File: src/rtl/wb_la_master.sv
// wb_la_master: Wishbone classic single-transfer initiator driven by a
// logic-analyzer sequencer; returns read data or a timeout error.
// Ports: wb_clk_i/wb_rst_ni (sync, active-low); cmd_* valid/ready command
// in; wbm_* Wishbone initiator; rsp_* valid/ready response out; err_cnt_o.
// Optional: define WB_LA_MASTER_TIMEOUT_EN to build the ack timeout,
// rsp_err_o generation and the saturating err_cnt_o counter.
module wb_la_master #(
  parameter int TIMEOUT = 255,
  parameter int CNT_W   = 8
) (
  input  logic             wb_clk_i,
  input  logic             wb_rst_ni,
  input  logic             cmd_valid_i,
  output logic             cmd_ready_o,
  input  logic             cmd_we_i,
  input  logic [31:0]      cmd_adr_i,
  input  logic [31:0]      cmd_dat_i,
  input  logic [3:0]       cmd_sel_i,
  output logic             wbm_cyc_o,
  output logic             wbm_stb_o,
  output logic             wbm_we_o,
  output logic [3:0]       wbm_sel_o,
  output logic [31:0]      wbm_adr_o,
  output logic [31:0]      wbm_dat_o,
  input  logic             wbm_ack_i,
  input  logic [31:0]      wbm_dat_i,
  output logic             rsp_valid_o,
  input  logic             rsp_ready_i,
  output logic [31:0]      rsp_dat_o,
  output logic             rsp_err_o,
  output logic [CNT_W-1:0] err_cnt_o
);

  if (TIMEOUT < 2 || TIMEOUT > 65535) begin : g_chk
    $error("wb_la_master: TIMEOUT out of range 2..65535");
  end

  localparam logic [1:0] IDLE = 2'd0;
  localparam logic [1:0] BUS  = 2'd1;
  localparam logic [1:0] RESP = 2'd2;

  logic [1:0] state;
  logic       timeout;

  // Handshake and bus strobes come straight from the state register,
  // so reset or leaving BUS drops them on the very next edge.
  assign cmd_ready_o = (state == IDLE);
  assign wbm_cyc_o   = (state == BUS);
  assign wbm_stb_o   = (state == BUS);
  assign rsp_valid_o = (state == RESP);

`ifdef WB_LA_MASTER_TIMEOUT_EN
  localparam logic [15:0] LAST = 16'(TIMEOUT - 1);

  logic [15:0]      wait_cnt;
  logic             err;
  logic [CNT_W-1:0] err_cnt;

  // Ack takes priority, so only an ack-less final cycle is a timeout.
  assign timeout   = (wait_cnt == LAST) && !wbm_ack_i;
  assign rsp_err_o = err;
  assign err_cnt_o = err_cnt;

  always_ff @(posedge wb_clk_i) begin
    if (!wb_rst_ni) begin
      wait_cnt <= '0;
      err      <= 1'b0;
      err_cnt  <= '0;
    end else begin
      // Held at zero outside BUS so every transfer starts from 0.
      if (state == BUS && !wbm_ack_i)
        wait_cnt <= wait_cnt + 16'd1;
      else
        wait_cnt <= '0;
      if (state == BUS) begin
        if (wbm_ack_i) begin
          err <= 1'b0;
        end else if (timeout) begin
          err <= 1'b1;
          if (err_cnt != '1)
            err_cnt <= err_cnt + CNT_W'(1);
        end
      end
    end
  end
`else
  assign timeout   = 1'b0;
  assign rsp_err_o = 1'b0;
  assign err_cnt_o = '0;
`endif

  always_ff @(posedge wb_clk_i) begin
    if (!wb_rst_ni) begin
      state     <= IDLE;
      wbm_we_o  <= 1'b0;
      wbm_sel_o <= '0;
      wbm_adr_o <= '0;
      wbm_dat_o <= '0;
      rsp_dat_o <= '0;
    end else begin
      case (state)
        IDLE: begin
          if (cmd_valid_i) begin
            wbm_we_o  <= cmd_we_i;
            wbm_sel_o <= cmd_sel_i;
            wbm_adr_o <= cmd_adr_i;
            wbm_dat_o <= cmd_dat_i;
            state     <= BUS;
          end
        end
        BUS: begin
          if (wbm_ack_i) begin
            rsp_dat_o <= wbm_we_o ? '0 : wbm_dat_i;
            state     <= RESP;
          end else if (timeout) begin
            rsp_dat_o <= '0;
            state     <= RESP;
          end
        end
        RESP: begin
          if (rsp_ready_i)
            state <= IDLE;
        end
        default: state <= IDLE;
      endcase
    end
  end

endmodule

File: config.mk
export PLATFORM = sky130hd
export DESIGN_NAME = wb_la_master
export DESIGN_NICKNAME = d
export VERILOG_FILES = /design/src/rtl/wb_la_master.sv
export SDC_FILE = /design/constraint.sdc
export NUM_CORES = 1
export LEC_CHECK = 0
export BUFFER_PORTS_ARGS = -buffer_cell sky130_fd_sc_hd__buf_2
export CAP_MARGIN = 10
export CORE_ASPECT_RATIO = 0.7
export CORE_MARGIN = 2
export CORE_UTILIZATION = 49
export CTS_BUF_LIST = sky130_fd_sc_hd__clkbuf_8 sky130_fd_sc_hd__clkbuf_16
export DETAILED_ROUTE_END_ITERATION = 7
export PLACE_DENSITY_LB_ADDON = 0.15
export SYNTH_ARGS = -nofsm -noshare
export SYNTH_HDL_FRONTEND = slang
export SYNTH_SLANG_ARGS = --single-unit
export TNS_END_PERCENT = 30
File: constraint.sdc
create_clock -name wb_clk_i -period 1.7 [get_ports wb_clk_i]
set_input_delay 0.085 -clock wb_clk_i [delete_from_list [all_inputs] [get_ports wb_clk_i]]
set_output_delay 0.085 -clock wb_clk_i [all_outputs]
set_load 0.05 [all_outputs]
---- After elaboration in Yosys (flattened, before gate mapping) ----
Cells that the tools add are included.
cells by class
  equality and inequality tests ........... 5
  reduce and logical (&&, ||, !) cells .... 4
  muxes and demuxes ....................... 5
operator list
  operator                                                               number
  32-bit two-way mux                                                     1
  2-bit two-way mux                                                      3
  2-bit one-hot mux with 3 select lines                                  1
  2-bit by 1-bit != test with 1-bit output, second input constant        2
  2-bit AND reduction                                                    2
  3-bit AND reduction                                                    1
  2-bit by 1-bit equality test with 1-bit output, second input constant  1
  2-bit equality test, second input constant                             1
  2-bit zero test                                                        1
  2-bit != test, second input constant                                   1
storage, ports and cells
  bits in registers ....................... 103
  output and inout port bits .............. 114
  logic and storage cells ................. 20

---- Depth between registers and ports, before layout ----
Gate-level depths: netlist of the first run.
  word-level depth ........................ 3
  depth in mapped cells ................... 5
  mapped depth without buffers ............ 2

---- Worst setup path before layout of the first run ----
OpenSTA, ideal clock, no wires.
  path type ............................... reg-to-output
  from .................................... reg state[0]
  to ...................................... out wbm_stb_o
  required time ........................... 1.615 ns
  stages on the path, launching flop included .. 3
  arrival ................................. 1.525 ns
  setup slack ............................. 0.090 ns
  cell sequence ........................... dfxtp_1 > nor2b_1 > buf_4
on the way
  longest elaborated chain between the ends .. 1
RTL lines
  item                                            RTL line  text
  start: declaration                              42        logic [1:0] state;
  start signal: assignment                        94        state <= IDLE;
  start signal: assignment                        108       state <= BUS;
  start signal: assignment                        114       state <= RESP;
  2-bit by 1-bit equality test with 1-bit output  --
  end: declaration                                20        output logic wbm_stb_o,
No other way between the ends.

---- Worst setup path after layout of the first run ----
  from .................................... reg state[0]
  to ...................................... out wbm_cyc_o
on the way
  longest elaborated chain between the ends .. 1
RTL lines
  item                                            RTL line  text
  2-bit by 1-bit equality test with 1-bit output  48        assign wbm_cyc_o = (state == BUS);
  end: declaration                                19        output logic wbm_cyc_o,
No other way between the ends.

==> metrics, run 1 <==
Clock Path Buffers=2; synthesized flop and latch total=103; share of layout cells above drive strength 1=0.331; Die Area=0.00961 sq mm; port buffer count=210; Initial DRT Pass Iterations=4; CP Class=flop to primary output; Die Width=116 um; Fin. Hold Viols=0; crit path launch=state[0]$_SDFFE_PN0P_; Cell variety after synth=18; critical path peak fanout=8; HPWL after DPL=7410 um; hold slack=0.00670 ns; Power Density=1000 mW/mm^2; total CTS buffers=9; Leak=3.01 nW; ANT cells=0; part of the cycle the worst path needs=0.839; register area share after synthesis=0.476; vias in the first global route=3628; fillers=692; pin count of the biggest net entering global routing=60; Post CTS Setup Buffer Count=0; Finish-stage setup viols=0; grt total ovfl=0; VDD IR-drop max=565 uV; NumNets Final=811; cell breakdown of the critical path=nor2b_1, buf_2; Sw Ratio=0.317; Vias=3910; commonest cells after routing, fill and taps aside=209 x buf_2, 170 x nand2_1, 103 x dfxtp_1; Worst setup EP type=primary output; Detail Route Antenna Nets=0; Core ar.=0.00851 sq mm; max incr delay on CP=0.47 ns; Startpoint Class=flop; RSZ-0062 raised after global routing=no; Total Wirelength=11200 um; Vias per Instance=4.71; Initial Util=0.508; Row Count=28; clk slew on worst S/H paths=0.06 ns; WP data required=1.62 ns; Arr. time, crit path=1.34 ns; Post-Synthesis Cell Area=0.00433 sq mm; Iteration-0 DRC Markers=136; R2R Setup Slk=0.32 ns; initial antenna violation count=0; switching power=1.97 mW; worst skew pair latency=0.34 ns; Routed WL per cell=13.5 um; max-cap violations=0; status=complete, no violations; CTS tree=done; syn avg cell area=9.31 sq um; Top Ports=220; hold_sp=cmd_dat_i[4]; Global Route Usage Sum=0.224; slowest CP cell=dfxtp_1; Fmax achieved=701 MHz; fin. max-slew vios=0; Power Internal=4.24 mW; first-pass GRT wire length=16900 um; Comb power frac=0.241; gpl congestion=0.770; post-route setup TNS=0 ns; Mapped Cells=465; min cycle time layout=1.43 ns; clk_skew=0.00902 ns; most common cell after layout, fill and taps aside=buf_2; clk sink count=103; clock share of power=0.331; Die Y-Extent=82.6 um; DRC errors left=0; CTS H-Tree Depth=3; Worst Hold Class=input pin to flop; sequential share of power=0.428; P&R area growth vs syn=43.2%; reg-to-reg startpoint=state[1]$_SDFFE_PN0P_; yosys synthesis warning count=0; Root Driver=clkbuf_16
-- registers in the layout, indices dropped and copies added, names as in the netlist --
| register | cells |
|---|---|
| rsp_dat_o | 32 |
| state | 2 |
| wbm_adr_o | 32 |
| wbm_dat_o | 32 |
| wbm_sel_o | 4 |
| wbm_we_o | 1 |
-- critical path: cells and delay by family, from the launching register on --
| kind | cells | cell delay, ns |
|---|---|---|
| AND/OR/NAND/NOR | 1 | 0.24 |
| flip-flops | 1 | 0.47 |
| buffers and inverters | 1 | 0.30 |
-- routing by layer --
metal / routed length (um) / vias to the layer above / global-route usage
met1: 4780 / 1800 / 0.261
met4: 109 / 0 / 0.0583
met3: 814 / 10 / 0.0701
li1: - / 1972 / -
met5: 0 / - / 0
met2: 5520 / 128 / 0.402
-- final cells by class --
cell class                 instances  area, sq um  area share
inverter                           1         3.75    0.000606
clock buffer                      10          239      0.0386
timing repair buffer             269         1680       0.272
tap                              120          150      0.0242
multi-input combinational        321         2000       0.322
sequential                       103         2060       0.333
clock inverter                     6         62.6      0.0101
-- timing repair --
action	4_1_cts	5_1_grt
gates resized for setup	0	0
hold endpoints to repair	50	0
hold buffers	50	0
-- cell usage after synthesis --
| library cell | number | area, sq um |
|---|---|---|
| nor2_1 | 2 | 7.51 |
| dfxtp_1 | 103 | 2060 |
| buf_8 | 2 | 30.0 |
| o21a_1 | 1 | 7.51 |
| conb_1 | 1 | 3.75 |
| buf_2 | 3 | 15.0 |
| buf_4 | 18 | 135 |
| mux2i_1 | 101 | 1010 |
| a2111oi_0 | 1 | 8.76 |
| inv_1 | 1 | 3.75 |
| and3b_1 | 1 | 8.76 |
| nor3b_1 | 1 | 7.51 |
| nor2b_1 | 2 | 12.5 |
| clkbuf_1 | 21 | 78.8 |
| nand2_1 | 170 | 638 |
| nor3b_2 | 1 | 12.5 |
| buf_6 | 4 | 45.0 |
| nand3b_1 | 32 | 240 |
-- power groups by stage --
stage                     clock [mW]  combinational (mW)  sequential [mW]
final                           2.06                1.50             2.66
after global routing            2.19                1.58             2.68
after CTS                       2.11                1.49             2.66
after detailed placement           0                1.40             2.71
after global placement             0                1.38             2.70
after floorplan                    0               0.539             3.24
-- metrics by stage --
| step | worst slack [ns] | util | cells | total power [mW] | cell area [sq um] |
|---|---|---|---|---|---|
| final | 0.274 | 0.728 | 830 | 6.21 | 6200 |
| after global routing | 0.184 | 0.728 | 830 | 6.45 | 6200 |
| after CTS | 0.266 | 0.728 | 830 | 6.26 | 6200 |
| after detailed placement | 0.363 | 0.634 | 764 | 4.11 | 5400 |
| after global placement | 0.411 | 0.634 | 764 | 4.08 | 5400 |
| after floorplan | 0.0903 | - | 473 | 3.78 | 4360 |
-- cells by family (layout without fill, tap and decap cells) --
| group | after synthesis | count (layout) | share of synthesized area |
|---|---|---|---|
| AOI/OAI and AO/OA | 2 | 2 | 0.00376 |
| buffers and inverters | 49 | 286 | 0.0711 |
| DFF | 103 | 103 | 0.476 |
| muxes | 101 | 101 | 0.234 |
| other | 1 | 9 | 0.000866 |
| and+or+nand+nor | 209 | 209 | 0.214 |
-- final timing paths --
path,endpoint,depth (start not counted)
setup / recovery,wbm_cyc_o,2
hold reg to reg,wbm_adr_o[2]$_SDFFE_PN0P_,2
hold / removal,wbm_dat_o[4]$_SDFFE_PN0P_,3
setup reg to reg,wbm_dat_o[2]$_SDFFE_PN0P_,3
Power figures use the tool's default switching activity.
==> run 2, diff against run 1 <==
--- a/config.mk
+++ b/config.mk
@@ -5,11 +5,12 @@
 export SDC_FILE = /design/constraint.sdc
 export NUM_CORES = 1
 export LEC_CHECK = 0
+export ABC_AREA = 1
 export BUFFER_PORTS_ARGS = -buffer_cell sky130_fd_sc_hd__buf_2
 export CAP_MARGIN = 10
 export CORE_ASPECT_RATIO = 0.7
 export CORE_MARGIN = 2
-export CORE_UTILIZATION = 49
+export CORE_UTILIZATION = 46
 export CTS_BUF_LIST = sky130_fd_sc_hd__clkbuf_8 sky130_fd_sc_hd__clkbuf_16
 export DETAILED_ROUTE_END_ITERATION = 7
 export PLACE_DENSITY_LB_ADDON = 0.15
==> constraint.sdc (replaced) <==
create_clock -name wb_clk_i -period 1.4 [get_ports wb_clk_i]
set_input_delay 0.07 -clock wb_clk_i [delete_from_list [all_inputs] [get_ports wb_clk_i]]
set_output_delay 0.07 -clock wb_clk_i [all_outputs]
set_load 0.05 [all_outputs]
==> metrics, run 2 <==
Core ar.=0.00968 sq mm (+14%); Vias=4727 (+21%); worst skew pair latency=0.35 ns (about the same); Vias per Instance=4.56 (-3.2%); Initial Util=0.471 (-0.0374); Die Area=0.0107 sq mm (+12%); Row Count=30 (+7.1%); Die Y-Extent=87.3 um (+5.7%); pin count of the biggest net entering global routing=70 (+17%); Post-synth EDFFs=0 (unchanged); DRC errors left=0 (unchanged); synth top area cells=dfxtp_1 45%, nor2_1 14%, nand2_1 14%; Top FF cell, synth=dfxtp_1; reg-to-reg startpoint=state[0]$_SDFFE_PN0P_; fraction of registers with async set/reset=0 (unchanged); fin. max-slew vios=0 (unchanged); critical path peak fanout=18 (+10); HPWL after DPL=8250 um (+11%); ANT cells=0 (unchanged); overall power=8.70 mW (+40%); Fin. Hold Viols=0 (unchanged); clk_skew=0.00958 ns (+0.000552 ns); CTS tree=done; CP Class=flop to primary output; Top Ports=220 (unchanged); Mapped Cells=713 (+53%); grt total ovfl=0 (unchanged); Fmax achieved=740 MHz; hold slack=0.0491 ns (+0.0424 ns); RSZ-0062 raised after global routing=yes; hold_sp=cmd_sel_i[0]; status=complete, no violations; Hold Path Depth=5 (+2); register area share after synthesis=0.452 (-0.0243); Total Wirelength=12500 um (+11%); yosys synthesis warning count=0 (unchanged); area share of the largest cell type after synthesis=0.452 (-0.0243); NumNets Final=1010 (+25%); part of the cycle the worst path needs=0.965; gpl congestion=0.763 (-0.88%); port buffer count=210 (unchanged); Arr. time, crit path=1.28 ns (-0.06 ns); clk sink count=103 (unchanged); vias in the first global route=4165 (+15%); Startpoint Class=flop; met1 usage=0.290 (+0.0295); Synth area leader=dfxtp_1; CTS H-Tree Depth=3 (unchanged); most common cell after layout, fill and taps aside=buf_2; P&R area growth vs syn=36.0%; WHS Endpoint=wbm_sel_o[0]$_SDFFE_PN0P_; cell family with most CP delay=buffers and inverters; Initial DRT Pass Iterations=4 (unchanged); Routed WL per cell=12.0 um (-11%); WP data required=1.33 ns (-0.29 ns); Iteration-0 DRC Markers=302 (+120%); Root Driver=clkbuf_16; GRT busiest layer=met2; Post-Synthesis Cell Area=0.00456 sq mm (+5.4%); cell breakdown of the critical path=inv_1, nor2_4, buf_12, buf_6; slowest CP cell=dfxtp_2; VDD IR-drop max=827 uV (+46%); Worst Hold Class=input pin to flop; syn avg cell area=6.40 sq um (-31%); first-pass GRT wire length=19400 um (+14%); met2 GRT Util=0.375 (-0.0271); synthesized flop and latch total=103 (unchanged); final core utilization=0.641 (-0.0874); min cycle time layout=1.35 ns; M3 GR Usage=0.0818 (+0.0117); Cell variety after synth=17 (-1); CP Buf/Inv Count=3 (+2); R2R Setup Slk=0.14 ns (-0.18 ns); top-count cell post-synth=nor2_1; Finish-stage setup viols=0 (unchanged); total CTS buffers=9 (unchanged); max-cap violations=0 (unchanged); worst reg2reg path depth=6 (+3); Worst setup EP type=primary output; Detail Route Antenna Nets=0 (unchanged); Leak=3.65 nW (+21%); Power Density=1400 mW/mm^2 (+40%); Die Width=123 um (+5.7%); max incr delay on CP=0.38 ns (-0.09 ns); commonest cells after routing, fill and taps aside=206 x buf_2, 171 x nor2_1, 168 x nand2_1; Global Route Usage Sum=0.229 (+0.00536); Clock Path Buffers=2 (unchanged); initial antenna violation count=0 (unchanged); top flop regs=rsp_dat_o (32), wbm_adr_o (32), wbm_dat_o (32); commonest cells in the synthesized netlist=171 x nor2_1, 168 x nand2_1, 106 x inv_1; clk slew on worst S/H paths=0.07 ns (about the same); worst reg2reg endpoint=wbm_adr_o[16]$_SDFFE_PN0P_; share of layout cells above drive strength 1=0.272 (-0.0593)
run 2: final cells by class:
| type | instances | area (sq um) |
|---|---|---|
| clock buffer | 10 | 239 |
| clock inverter | 6 | 133 |
| fill | 885 | 3480 |
| inverter | 108 | 405 |
| multi-input combinational | 454 | 1850 |
| sequential | 103 | 2060 |
| tap | 128 | 160 |
| timing repair buffer | 228 | 1350 |
run 2: worst max path at each step:
stage / end / start / cells past startpoint / slack [ns]
final: wbm_stb_o / state[0]$_SDFFE_PN0P_ / 4 / 0.05
after global routing: wbm_stb_o / state[0]$_SDFFE_PN0P_ / 4 / -0.008
after CTS: wbm_stb_o / state[0]$_SDFFE_PN0P_ / 4 / -0.02
after detailed placement: cmd_ready_o / state[1]$_SDFFE_PN0P_ / 3 / 0.20
after global placement: cmd_ready_o / state[1]$_SDFFE_PN0P_ / 3 / 0.21
after floorplan: state[1]$_SDFFE_PN0P_ / state[1]$_SDFFE_PN0P_ / 4 / -0.03
run 2: timing repair:
item | CTS | global route
endpoints found under the setup margin | 3 | 4
hold buffers | 1 | 0
gates resized for setup | 4 | 6
hold endpoints to repair | 1 | 0
setup buffers | 0 | 1
pin swaps | 0 | 1
gates cloned | 2 | 1
run 2: cells by family (layout without fill, tap and decap cells):
group                  Yosys count  in the layout  share of synthesized area
AOI/OAI and AO/OA                2              2                    0.00219
buffers and inverters          164            352                      0.150
and+or+nand+nor                443            443                      0.395
other                            1              9                   0.000822
DFF                            103            103                      0.452
run 2: routing by layer:
metal,vias to the layer above,wire (um)
met1,2091,5520
met4,0,126
met2,159,5700
met5,-,0
met3,11,1150
li1,2466,-
run 2: where the power goes:
part | leakage [nW] | total [mW] | internal, mW | switching [mW]
clock | 0.184 | 3.09 | 1.97 | 1.12
combinational | 2.62 | 2.31 | 0.663 | 1.65
sequential | 0.851 | 3.30 | 3.17 | 0.123
run 2: through the flow:
| stage | instances | TNS, ns | worst slack (ns) | cell area [sq um] |
|---|---|---|---|---|
| 6_report | 1037 | 0 | 0.0491 | 6200 |
| 5_1_grt | 1037 | -0.0165 | -0.00834 | 6200 |
| 4_1_cts | 1035 | -0.0344 | -0.0166 | 6150 |
| 3_5_place_dp | 1016 | 0 | 0.202 | 5700 |
| 3_3_place_gp | 1016 | 0 | 0.211 | 5700 |
| 2_1_floorplan | 721 | -0.0279 | -0.0279 | 4590 |
run 2: worst min-delay path, stage by stage:
cell and delay [ns]:
buf_2 0.09, inv_1 0.04, nand3_1 0.06, nand2_1 0.05
nor2_1 0.03
==> run 3, diff against run 2 <==
--- a/config.mk
+++ b/config.mk
@@ -14,6 +14,7 @@
 export CTS_BUF_LIST = sky130_fd_sc_hd__clkbuf_8 sky130_fd_sc_hd__clkbuf_16
 export DETAILED_ROUTE_END_ITERATION = 7
 export PLACE_DENSITY_LB_ADDON = 0.15
+export SETUP_SLACK_MARGIN = 0.5
 export SYNTH_ARGS = -nofsm -noshare
 export SYNTH_HDL_FRONTEND = slang
 export SYNTH_SLANG_ARGS = --single-unit
==> metrics, run 3 (synthesis gave the netlist of run 2 again) <==
status=complete, no violations; Fin. Hold Viols=0 (unchanged); met3 wire len=1290 um (+12%); max incr delay on CP=0.38 ns (about the same); met1 wire length=6080 um (+10%); VDD IR-drop max=888 uV (+7.5%); CTS H-Tree Depth=3 (unchanged); area post-placement=0.00571 sq mm (+0.29%); Clock Path Buffers=2 (unchanged); Arr. time, crit path=1.19 ns (-0.09 ns); Register Area=0.00207 sq mm (+0.42%); max-cap violations=0 (unchanged); Iteration-0 DRC Markers=309 (+2.3%); cell breakdown of the critical path=inv_2, nor2_4, buf_12, buf_12; initial antenna violation count=0 (unchanged); RSZ-0062 raised after global routing=yes; Total Wirelength=14500 um (+16%); Initial Util=0.471 (unchanged); total CTS buffers=9 (unchanged); Fmax achieved=792 MHz (+6.9%); total placed cells including tap cells=1013 (-0.30%); Top Ports=220 (unchanged); first-pass GRT wire length=20700 um (+7.0%); cell family with most CP delay=flip-flops; P&R area growth vs syn=50.2%; HPWL after DPL=8360 um (+1.3%); met2 wire length=6890 um (+21%); worst reg2reg path depth=8 (+2); Vias per Instance=4.73 (+3.9%); Leak=3.88 nW (+6.3%); reg-to-reg startpoint=state[0]$_SDFFE_PN0P_; port buffer count=210 (unchanged); top flop regs=rsp_dat_o (32), wbm_adr_o (32), wbm_dat_o (32); Initial DRT Pass Iterations=5 (+1); critical path's most frequent cell=buf_12; Finish-stage setup viols=0 (unchanged); Startpoint Class=flop; Die Width=123 um (unchanged); clk sink count=103 (unchanged); Routed WL per cell=13.7 um (+13%); critical path peak fanout=4 (-14); grt total ovfl=0 (unchanged); Worst setup EP type=primary output; hold slack=0.0312 ns (-0.0179 ns); Vias=5014 (+6.1%); slowest CP cell=dfxtp_4; ANT cells=0 (unchanged); R2R Setup Slk=0.16 ns (+0.02 ns); fin. max-slew vios=0 (unchanged); WP data required=1.33 ns (about the same); min cycle time layout=1.26 ns (-0.0877 ns); pin count of the biggest net entering global routing=70 (unchanged); worst skew pair latency=0.33 ns (-0.02 ns); DRC errors left=0 (unchanged); commonest cells after routing, fill and taps aside=206 x buf_2, 162 x nand2_1, 154 x nor2_1; design area=0.00685 sq mm (+10%); CP Buf/Inv Count=3 (unchanged); Worst Hold Class=input pin to flop; Core ar.=0.00968 sq mm (unchanged); Stages on worst setup path=4 (unchanged); gpl congestion=0.775 (+1.5%); fillers=809 (-8.6%); CTS tree=done; overall power=8.55 mW (-1.8%); part of the cycle the worst path needs=0.902 (-0.0627); Post-Layout Cell Count=1059 (+2.1%); Global Route Usage Sum=0.245 (+0.0159); Power Density=1250 mW/mm^2 (-11%); vias in the first global route=4383 (+5.2%); Row Count=30 (unchanged); NumNets Final=1033 (+2.3%); share of layout cells above drive strength 1=0.332 (+0.0602); Detail Route Antenna Nets=0 (unchanged); Die Y-Extent=87.3 um (unchanged); Die Area=0.0107 sq mm (unchanged); worst reg2reg endpoint=wbm_adr_o[8]$_SDFFE_PN0P_; post-route setup TNS=0 ns (unchanged); clk_skew=0.00377 ns (-0.00580 ns); Root Driver=clkbuf_16; multi-input logic area=0.00203 sq mm (+9.7%); most common cell after layout, fill and taps aside=buf_2; clk slew on worst S/H paths=0.06 ns (about the same); crit path launch=state[0]$_SDFFE_PN0P_; CP Class=flop to primary output; Critical Path End=wbm_stb_o; top layer in use=met4
## run 3: cell count changes in the layout (fill, tap and decap cells not counted), sizes merged
| cell | delta |
|---|---|
| clkbuf | +10 |
| bufbuf | -2 |
| clkinv | +1 |
| buf | +17 |
| bufinv | -4 |
## run 3: final cells by class
type / instances / area share
clock buffers: 12 / 0.0422
inverters: 108 / 0.0606
flip-flops and latches: 103 / 0.303
multi-input cells: 454 / 0.296
well taps: 128 / 0.0234
clock inverters: 3 / 0.00201
repair buffers: 251 / 0.273
## run 3: tightest hold or removal path, stage by stage
cell     delay (ns)
buf_2          0.11
inv_1          0.04
nand2_1        0.05
a21oi_1        0.05
## run 3: what timing repair did
action                                  in CTS  in global routing
hold endpoints to repair                     1                  0
setup buffers                               10                  4
pin swaps                                    2                 21
gates resized for setup                     33                 48
hold buffers                                 1                  0
gates cloned                                 6                 10
endpoints found under the setup margin     208                208
## run 3: how the worst min path moves through the flow
stage	startpoint	to	slack, ns	depth (start not counted)
after floorplan	rsp_ready_i	state[1]$_SDFFE_PN0P_	0.22	3
after global placement	rsp_ready_i	state[1]$_SDFFE_PN0P_	0.34	4
after detailed placement	rsp_ready_i	state[1]$_SDFFE_PN0P_	0.35	4
after CTS	wbm_ack_i	state[0]$_SDFFE_PN0P_	0.01	4
after global routing	wbm_ack_i	state[0]$_SDFFE_PN0P_	0.05	4
final	wbm_ack_i	state[0]$_SDFFE_PN0P_	0.03	4
## run 3: routing by layer
layer	vias up	global-route usage
met5	-	0
met4	0	0.0682
met3	19	0.0812
met2	192	0.410
met1	2280	0.303
li1	2523	-
## run 3: per-stage QoR
stage,utilization,worst slack [ns]
after floorplan,-,0.318
after global placement,0.590,0.288
after detailed placement,0.590,0.270
after CTS,0.659,0.145
after global routing,0.707,0.100
final,0.707,0.137
## run 3: power by group
group,switching (mW),internal (mW),leakage [nW]
clock,1.04,1.45,0.156
sequential,0.139,3.17,0.852
combinational,1.82,0.927,2.87
total,3.00,5.55,3.88
